**src/rtl/eq_engine_tdm.sv**
```systemverilog
// rtl/eq_engine_tdm.sv - N-band multi-channel cascaded biquad equalizer on one time-shared MAC
// Optional peak meter: define EQ_PEAK_METER_EN to add i_peak_clr / o_peak.
module eq_engine_tdm #(
  parameter int DW     = 16,
  parameter int NBANDS = 6,
  parameter int NCH    = 2,
  parameter int QF     = 14,
  parameter int ACCW   = 40
) (
  input  logic                      i_clk,
  input  logic                      i_rst,
  input  logic                      i_valid,
  input  logic [NCH*DW-1:0]         i_data,
  output logic                      o_ready,
  output logic                      o_valid,
  output logic [NCH*DW-1:0]         o_data,
  output logic                      o_clip,
  input  logic                      i_coef_we,
  input  logic [$clog2(NBANDS)-1:0] i_coef_band,
  input  logic [2:0]                i_coef_idx,
  input  logic [DW-1:0]             i_coef_data,
  input  logic                      i_clear
`ifdef EQ_PEAK_METER_EN
  ,
  input  logic                      i_peak_clr,
  output logic [NCH*DW-1:0]         o_peak
`endif
);

  localparam int BW = $clog2(NBANDS);
  localparam int CW = (NCH > 1) ? $clog2(NCH) : 1;
  localparam logic signed [ACCW-1:0] RND  = ACCW'(1) <<< (QF - 1);
  localparam logic signed [ACCW-1:0] SMAX = ACCW'((1 <<< (DW - 1)) - 1);
  localparam logic signed [ACCW-1:0] SMIN = -SMAX - ACCW'(1);
  localparam logic signed [DW-1:0]   YMAX = {1'b0, {(DW-1){1'b1}}};
  localparam logic signed [DW-1:0]   YMIN = {1'b1, {(DW-1){1'b0}}};
  localparam logic signed [DW-1:0]   UNITY = DW'(1 << QF);

  typedef enum logic [1:0] {S_IDLE, S_MAC, S_WB, S_DONE} state_t;
  state_t r_state, w_next;

  logic signed [DW-1:0]   r_coef [NBANDS][5];
  logic signed [DW-1:0]   r_x1 [NCH][NBANDS];
  logic signed [DW-1:0]   r_x2 [NCH][NBANDS];
  logic signed [DW-1:0]   r_y1 [NCH][NBANDS];
  logic signed [DW-1:0]   r_y2 [NCH][NBANDS];
  logic [NCH*DW-1:0]      r_in, r_out;
  logic signed [DW-1:0]   r_x;
  logic signed [ACCW-1:0] r_acc;
  logic [2:0]             r_k;
  logic [BW-1:0]          r_band;
  logic [CW-1:0]          r_ch;
  logic                   r_clip;

  logic signed [DW-1:0]   w_coef, w_y;
  logic signed [ACCW-1:0] w_op, w_prod, w_rnd, w_sh;
  logic                   w_sat, w_last_band, w_last_ch, w_coef_wr;
  logic [CW-1:0]          w_nch;

  assign w_last_band = (int'(r_band) == NBANDS - 1);
  assign w_last_ch   = (int'(r_ch) == NCH - 1);
  assign w_nch       = w_last_ch ? '0 : r_ch + CW'(1);
  assign w_coef_wr   = i_coef_we && (r_state == S_IDLE) &&
                       (int'(i_coef_band) < NBANDS) && (i_coef_idx < 3'd5);
  assign o_data      = r_out;

  always_ff @(posedge i_clk or posedge i_rst) begin
    if (i_rst) r_state <= S_IDLE;
    else       r_state <= w_next;
  end

  always_comb begin
    w_next  = r_state;
    o_ready = 1'b0;
    o_valid = 1'b0;
    o_clip  = 1'b0;
    case (r_state)
      S_IDLE: begin
        o_ready = 1'b1;
        if (i_valid) w_next = S_MAC;
      end
      S_MAC:  if (r_k == 3'd4) w_next = S_WB;
      S_WB:   if (w_last_band && w_last_ch) w_next = S_DONE;
              else w_next = S_MAC;
      S_DONE: begin
        o_valid = 1'b1;
        o_clip  = r_clip;
        w_next  = S_IDLE;
      end
      default: w_next = S_IDLE;
    endcase
  end

  // Feedback terms enter the sum negated: y = b.x - a.y
  always_comb begin
    w_coef = '0;
    w_op   = '0;
    case (r_k)
      3'd0: begin w_coef = r_coef[r_band][0]; w_op = ACCW'(r_x); end
      3'd1: begin w_coef = r_coef[r_band][1]; w_op = ACCW'(r_x1[r_ch][r_band]); end
      3'd2: begin w_coef = r_coef[r_band][2]; w_op = ACCW'(r_x2[r_ch][r_band]); end
      3'd3: begin w_coef = r_coef[r_band][3]; w_op = -ACCW'(r_y1[r_ch][r_band]); end
      3'd4: begin w_coef = r_coef[r_band][4]; w_op = -ACCW'(r_y2[r_ch][r_band]); end
      default: ;
    endcase
    w_prod = ACCW'(w_coef) * w_op;
    w_rnd  = r_acc + RND;
    w_sh   = w_rnd >>> QF;
    w_sat  = 1'b0;
    if (w_sh > SMAX) begin
      w_y = YMAX; w_sat = 1'b1;
    end else if (w_sh < SMIN) begin
      w_y = YMIN; w_sat = 1'b1;
    end else begin
      w_y = w_sh[DW-1:0];
    end
  end

  always_ff @(posedge i_clk or posedge i_rst) begin
    if (i_rst) begin
      for (int b = 0; b < NBANDS; b++)
        for (int i = 0; i < 5; i++) r_coef[b][i] <= (i == 0) ? UNITY : '0;
      for (int c = 0; c < NCH; c++)
        for (int b = 0; b < NBANDS; b++) begin
          r_x1[c][b] <= '0; r_x2[c][b] <= '0; r_y1[c][b] <= '0; r_y2[c][b] <= '0;
        end
      r_in <= '0; r_out <= '0; r_x <= '0; r_acc <= '0;
      r_k <= '0; r_band <= '0; r_ch <= '0; r_clip <= 1'b0;
    end else begin
      if (w_coef_wr) r_coef[i_coef_band][i_coef_idx] <= i_coef_data;
      case (r_state)
        S_IDLE: begin
          if (i_clear)
            for (int c = 0; c < NCH; c++)
              for (int b = 0; b < NBANDS; b++) begin
                r_x1[c][b] <= '0; r_x2[c][b] <= '0; r_y1[c][b] <= '0; r_y2[c][b] <= '0;
              end
          if (i_valid) begin
            r_in <= i_data; r_x <= i_data[DW-1:0];
            r_band <= '0; r_ch <= '0; r_k <= '0; r_acc <= '0; r_clip <= 1'b0;
          end
        end
        S_MAC: begin
          r_acc <= r_acc + w_prod;
          r_k   <= r_k + 3'd1;
        end
        S_WB: begin
          r_x2[r_ch][r_band] <= r_x1[r_ch][r_band];
          r_x1[r_ch][r_band] <= r_x;
          r_y2[r_ch][r_band] <= r_y1[r_ch][r_band];
          r_y1[r_ch][r_band] <= w_y;
          r_acc <= '0;
          r_k   <= '0;
          if (w_sat) r_clip <= 1'b1;
          if (w_last_band) begin
            r_out[int'(r_ch)*DW +: DW] <= w_y;
            r_band <= '0;
            r_ch   <= w_nch;
            r_x    <= r_in[int'(w_nch)*DW +: DW];
          end else begin
            r_band <= r_band + BW'(1);
            r_x    <= w_y;
          end
        end
        default: ;
      endcase
    end
  end

`ifdef EQ_PEAK_METER_EN
  logic [NCH*DW-1:0] r_peak;
  assign o_peak = r_peak;

  function automatic logic [DW-1:0] f_mag(input logic signed [DW-1:0] v);
    if (v == YMIN)  return YMAX;
    else if (v < 0) return -v;
    else            return v;
  endfunction

  always_ff @(posedge i_clk or posedge i_rst) begin
    if (i_rst) r_peak <= '0;
    else if (i_peak_clr) r_peak <= '0;
    else if (r_state == S_DONE)
      for (int c = 0; c < NCH; c++)
        if (f_mag(r_out[c*DW +: DW]) > r_peak[c*DW +: DW])
          r_peak[c*DW +: DW] <= f_mag(r_out[c*DW +: DW]);
  end
`endif

endmodule

```
**config.mk**
```make
export PLATFORM = sky130hd
export DESIGN_NAME = eq_engine_tdm
export DESIGN_NICKNAME = d
export VERILOG_FILES = /design/src/rtl/eq_engine_tdm.sv
export SDC_FILE = /design/constraint.sdc
export NUM_CORES = 2
export LEC_CHECK = 0
export ABC_AREA = 1
export BUFFER_PORTS_ARGS = -buffer_cell sky130_fd_sc_hd__buf_4
export CAP_MARGIN = 20
export CORE_ASPECT_RATIO = 1.25
export CORE_MARGIN = 1.5
export CORE_UTILIZATION = 35
export DETAILED_ROUTE_END_ITERATION = 12
export PLACE_DENSITY = 0.6
export SYNTH_ARGS = -nofsm -noshare
export SYNTH_HDL_FRONTEND = slang
export SYNTH_SLANG_ARGS = --single-unit
export TNS_END_PERCENT = 30
```
**constraint.sdc**
```tcl
create_clock -name i_clk -period 127.3 [get_ports i_clk]
set_input_delay 6.365 -clock i_clk [delete_from_list [all_inputs] [get_ports i_clk]]
set_output_delay 6.365 -clock i_clk [all_outputs]
set_load 0.01 [all_outputs]
```
==> results.json <==
{
  "crit_path_start_kind": "flip-flop",
  "nets": 9805,
  "max_slew_margin": 0.1926,
  "synth_most_common_cell": "nand2_1",
  "r2r_slack_ns": 114.56,
  "htreeDepth": 4,
  "clock.fmax_mhz": 78.46,
  "dieArea_um2": 228400,
  "drtPass1Iterations": 8,
  "p_int_mw": 0.9439,
  "power_density_nw_per_um2": 20.33,
  "drc_errors": 0,
  "synth.yosys.warnings": 0,
  "syn_to_final_growth_pct": 10.72,
  "cp-end-kind": "flip-flop",
  "drive_above_1_share": 0.06883,
  "hold_depth": 2,
  "core.rowCount": 194,
  "antenna_found_initial": 4,
  "routed-via-count": 67460,
  "die_w_um": 427.7,
  "switching_share": 0.4686,
  "synth_area_um2": 78930,
  "hp-class": "flip-flop to flip-flop",
  "synthDistinctLibCells": 62,
  "power.switching_mw": 0.8325,
  "synth.avg_cell_area_um2": 8.401,
  "post_cts_buffers": 0,
  "finalPower_mw": 1.776,
  "io_buffers": 93,
  "reg2reg_depth": 45,
  "cts_made_buffers": 147,
  "post-dp-hpwl_um": 177300,
  "status": "complete, no violations",
  "path_clk_slew_ns": 0.06,
  "drtIter0Drc": 7315,
  "clock_sinks": 1378,
  "ys_top_cells_by_count": "2078 x nand2_1, 1423 x inv_1, 1372 x dfrtp_1",
  "synth_edf_count": 0,
  "hold_viol": 0,
  "worst_clock_skew_ns": 0.08148,
  "synthArstFlopShare": 1.000,
  "fin_setup_tns_ns": 0,
  "grt_pass1_vias": 67560,
  "wl_per_cell_um": 23.14,
  "syn_nets": 10030,
  "cts_tree": "done",
  "cp_slowest_cell": "dfrtp_4",
  "ys_seq_area_frac": 0.4370,
  "ys_top_cells_by_area": "dfrtp_1 43%, fa_1 12%, nand2_1 9.9%",
  "gp_congestion": 0.9165,
  "overflow": 0,
  "synth_top_cell_area_share": 0.4350,
  "ant_nets": 0,
  "wl_um": 282900,
  "grt_pass1_wl_um": 427700,
  "cts_hold_buf": 0,
  "rsz0062_at_grt": "no",
  "start_util": 0.3527,
  "worst_pin_slew_ns": 1.211,
  "grt_max_degree": 150,
  "final_max_slew_viol_count": 0,
  "seqPwrFrac": 0.293,
  "max_stage_delay_ns": 0.87,
  "crit_required_ns": 128.01,
  "maxCapViolCount": 0,
  "grt_use_total": 0.2468,
  "yosysTopAreaCell": "dfrtp_1",
  "cpMostUsedCell": "a21oi_1",
  "ioPinCount": 94,
  "clk_latency_ns": 0.87,
  "die_h_um": 533.9,
  "fin_crit_sh": 0.1001,
  "setup_viol": 0,
  "root_buffer": "clkbuf_16",
  "p_clk_frac": 0.252,
  "leakage_nw": 42.48,
  "crit_fanout": 81,
  "syn_inst": 9395,
  "fin_crit_ns": 12.74,
  "nFillCells": 22590,
  "ir_drop_uv": 13.72,
  "synth.ff_latch_count": 1378,
  "critical_path_class": "flip-flop to flip-flop",
  "pwr-share-comb": 0.455,
  "cts-resized-gates": 0,
  "arrival_ns": 13.46,
  "core-area_um2": 223800,
  "via_per_inst": 5.518,
  "synth_ff_type": "dfrtp_1",
  "clk_path_buf_depth": 3
}
-- layer usage --
metal  vias up  GRT usage  part of all wire
li1      29770          -                 -
met1     33930     0.3095              0.39
met2      3058     0.4056              0.47
met3       701    0.03575             0.071
met4         4     0.1406             0.065
met5         -          0          0.000095
-- final cells by class --
type	count	area, um2	area share
clock buffers	206	4160	0.04761
flip-flops and latches	1378	34500	0.3948
clock inverters	60	827.0	0.009464
diodes	3	7.507	0.00008591
repair buffers	273	2242	0.02566
well taps	2940	3679	0.04209
inverters	1447	5456	0.06244
multi-input cells	5920	36520	0.4179
-- worst max-delay path: cells and delay by family, from the launching register on --
| kind | cells | cell delay, ns |
|---|---|---|
| compound gates | 15 | 2.92 |
| buf+inv | 9 | 2.70 |
| flops | 1 | 0.87 |
| fa+ha+maj | 9 | 3.87 |
| simple gates | 12 | 2.13 |
-- cells by family after synthesis --
group                    Yosys count  synth area share
adder cells (fa/ha/maj)          579            0.1350
AO/OA/AOI/OAI                   2245            0.1616
AND/OR/NAND/NOR                 3047            0.1571
XOR/XNOR                          48          0.005326
flip-flops                      1378            0.4370
buffers and inverters           2097            0.1038
multiplexers                       1         0.0001268
-- final timing paths --
path | from | endpoint
max reg2reg | r_ch$_DFFE_PP0P_ | r_acc[34]$_DFFE_PP0P_
max | r_ch$_DFFE_PP0P_ | r_acc[34]$_DFFE_PP0P_
min reg2reg | r_in[26]$_DFFE_PP0P_ | r_in[26]$_DFFE_PP0P_
min | r_in[26]$_DFFE_PP0P_ | r_in[26]$_DFFE_PP0P_
min in group asynchronous | i_rst | r_in[17]$_DFFE_PP0P_
max in group asynchronous | i_rst | r_y2[108]$_DFFE_PP0P_
-- cell usage in the layout (no fill, tap or decap), types with 20 or more instances in the layout --
cell type / Yosys / layout
dfrtp_1: 1372 / 1370
nand2_1: 2078 / 2061
buf_4: 23 / 261
a21oi_1: 260 / 257
nand3_1: 472 / 466
clkbuf_16: 0 / 147
clkinv_2: 0 / 26
or2_2: 26 / 26
fa_1: 454 / 454
a22oi_1: 70 / 70
clkbuf_8: 0 / 26
ha_1: 125 / 125
xor2_1: 36 / 36
a31oi_1: 20 / 20
nor2_1: 374 / 370
a221oi_1: 36 / 36
o21ai_0: 1160 / 1160
clkbuf_1: 436 / 33
nand4_1: 37 / 37
a22o_1: 37 / 37
o211ai_1: 33 / 33
o22ai_1: 543 / 543
inv_1: 1423 / 1416
-- flip-flops by register name, summed over array words and instances (netlist names) --
signal / cells
r_coef: 480
r_x1: 192
r_x2: 192
r_y1: 192
r_y2: 192
r_acc: 40
o_data: 32
r_in: 32
r_x: 16
r_band: 3
r_k: 3
r_state: 2
r_ch: 1
r_clip: 1
-- metrics by stage --
step	utilization	area [um2]	hold WS, ns	worst slack (ns)	instances
after detailed placement	0.3671	82160	0.4631	114.94	11950
after floorplan	-	78930	0.4422	82.09	9395
final	0.3905	87390	0.4767	114.56	12230
after global placement	0.3671	82160	0.4605	115.05	11950
after global routing	0.3905	87380	0.4933	113.80	12230
after CTS	0.3894	87140	0.4783	114.84	12210
-- power groups by stage --
stage / Sequential (mW) / Combinational, mW / Clock [mW]
floorplan: 0.518 / 0.494 / 0
global placement: 0.525 / 0.784 / 0
detailed placement: 0.527 / 0.791 / 0
CTS: 0.519 / 0.796 / 0.453
global route: 0.525 / 0.872 / 0.470
finish: 0.520 / 0.808 / 0.448
Power figures use the tool's default switching activity.
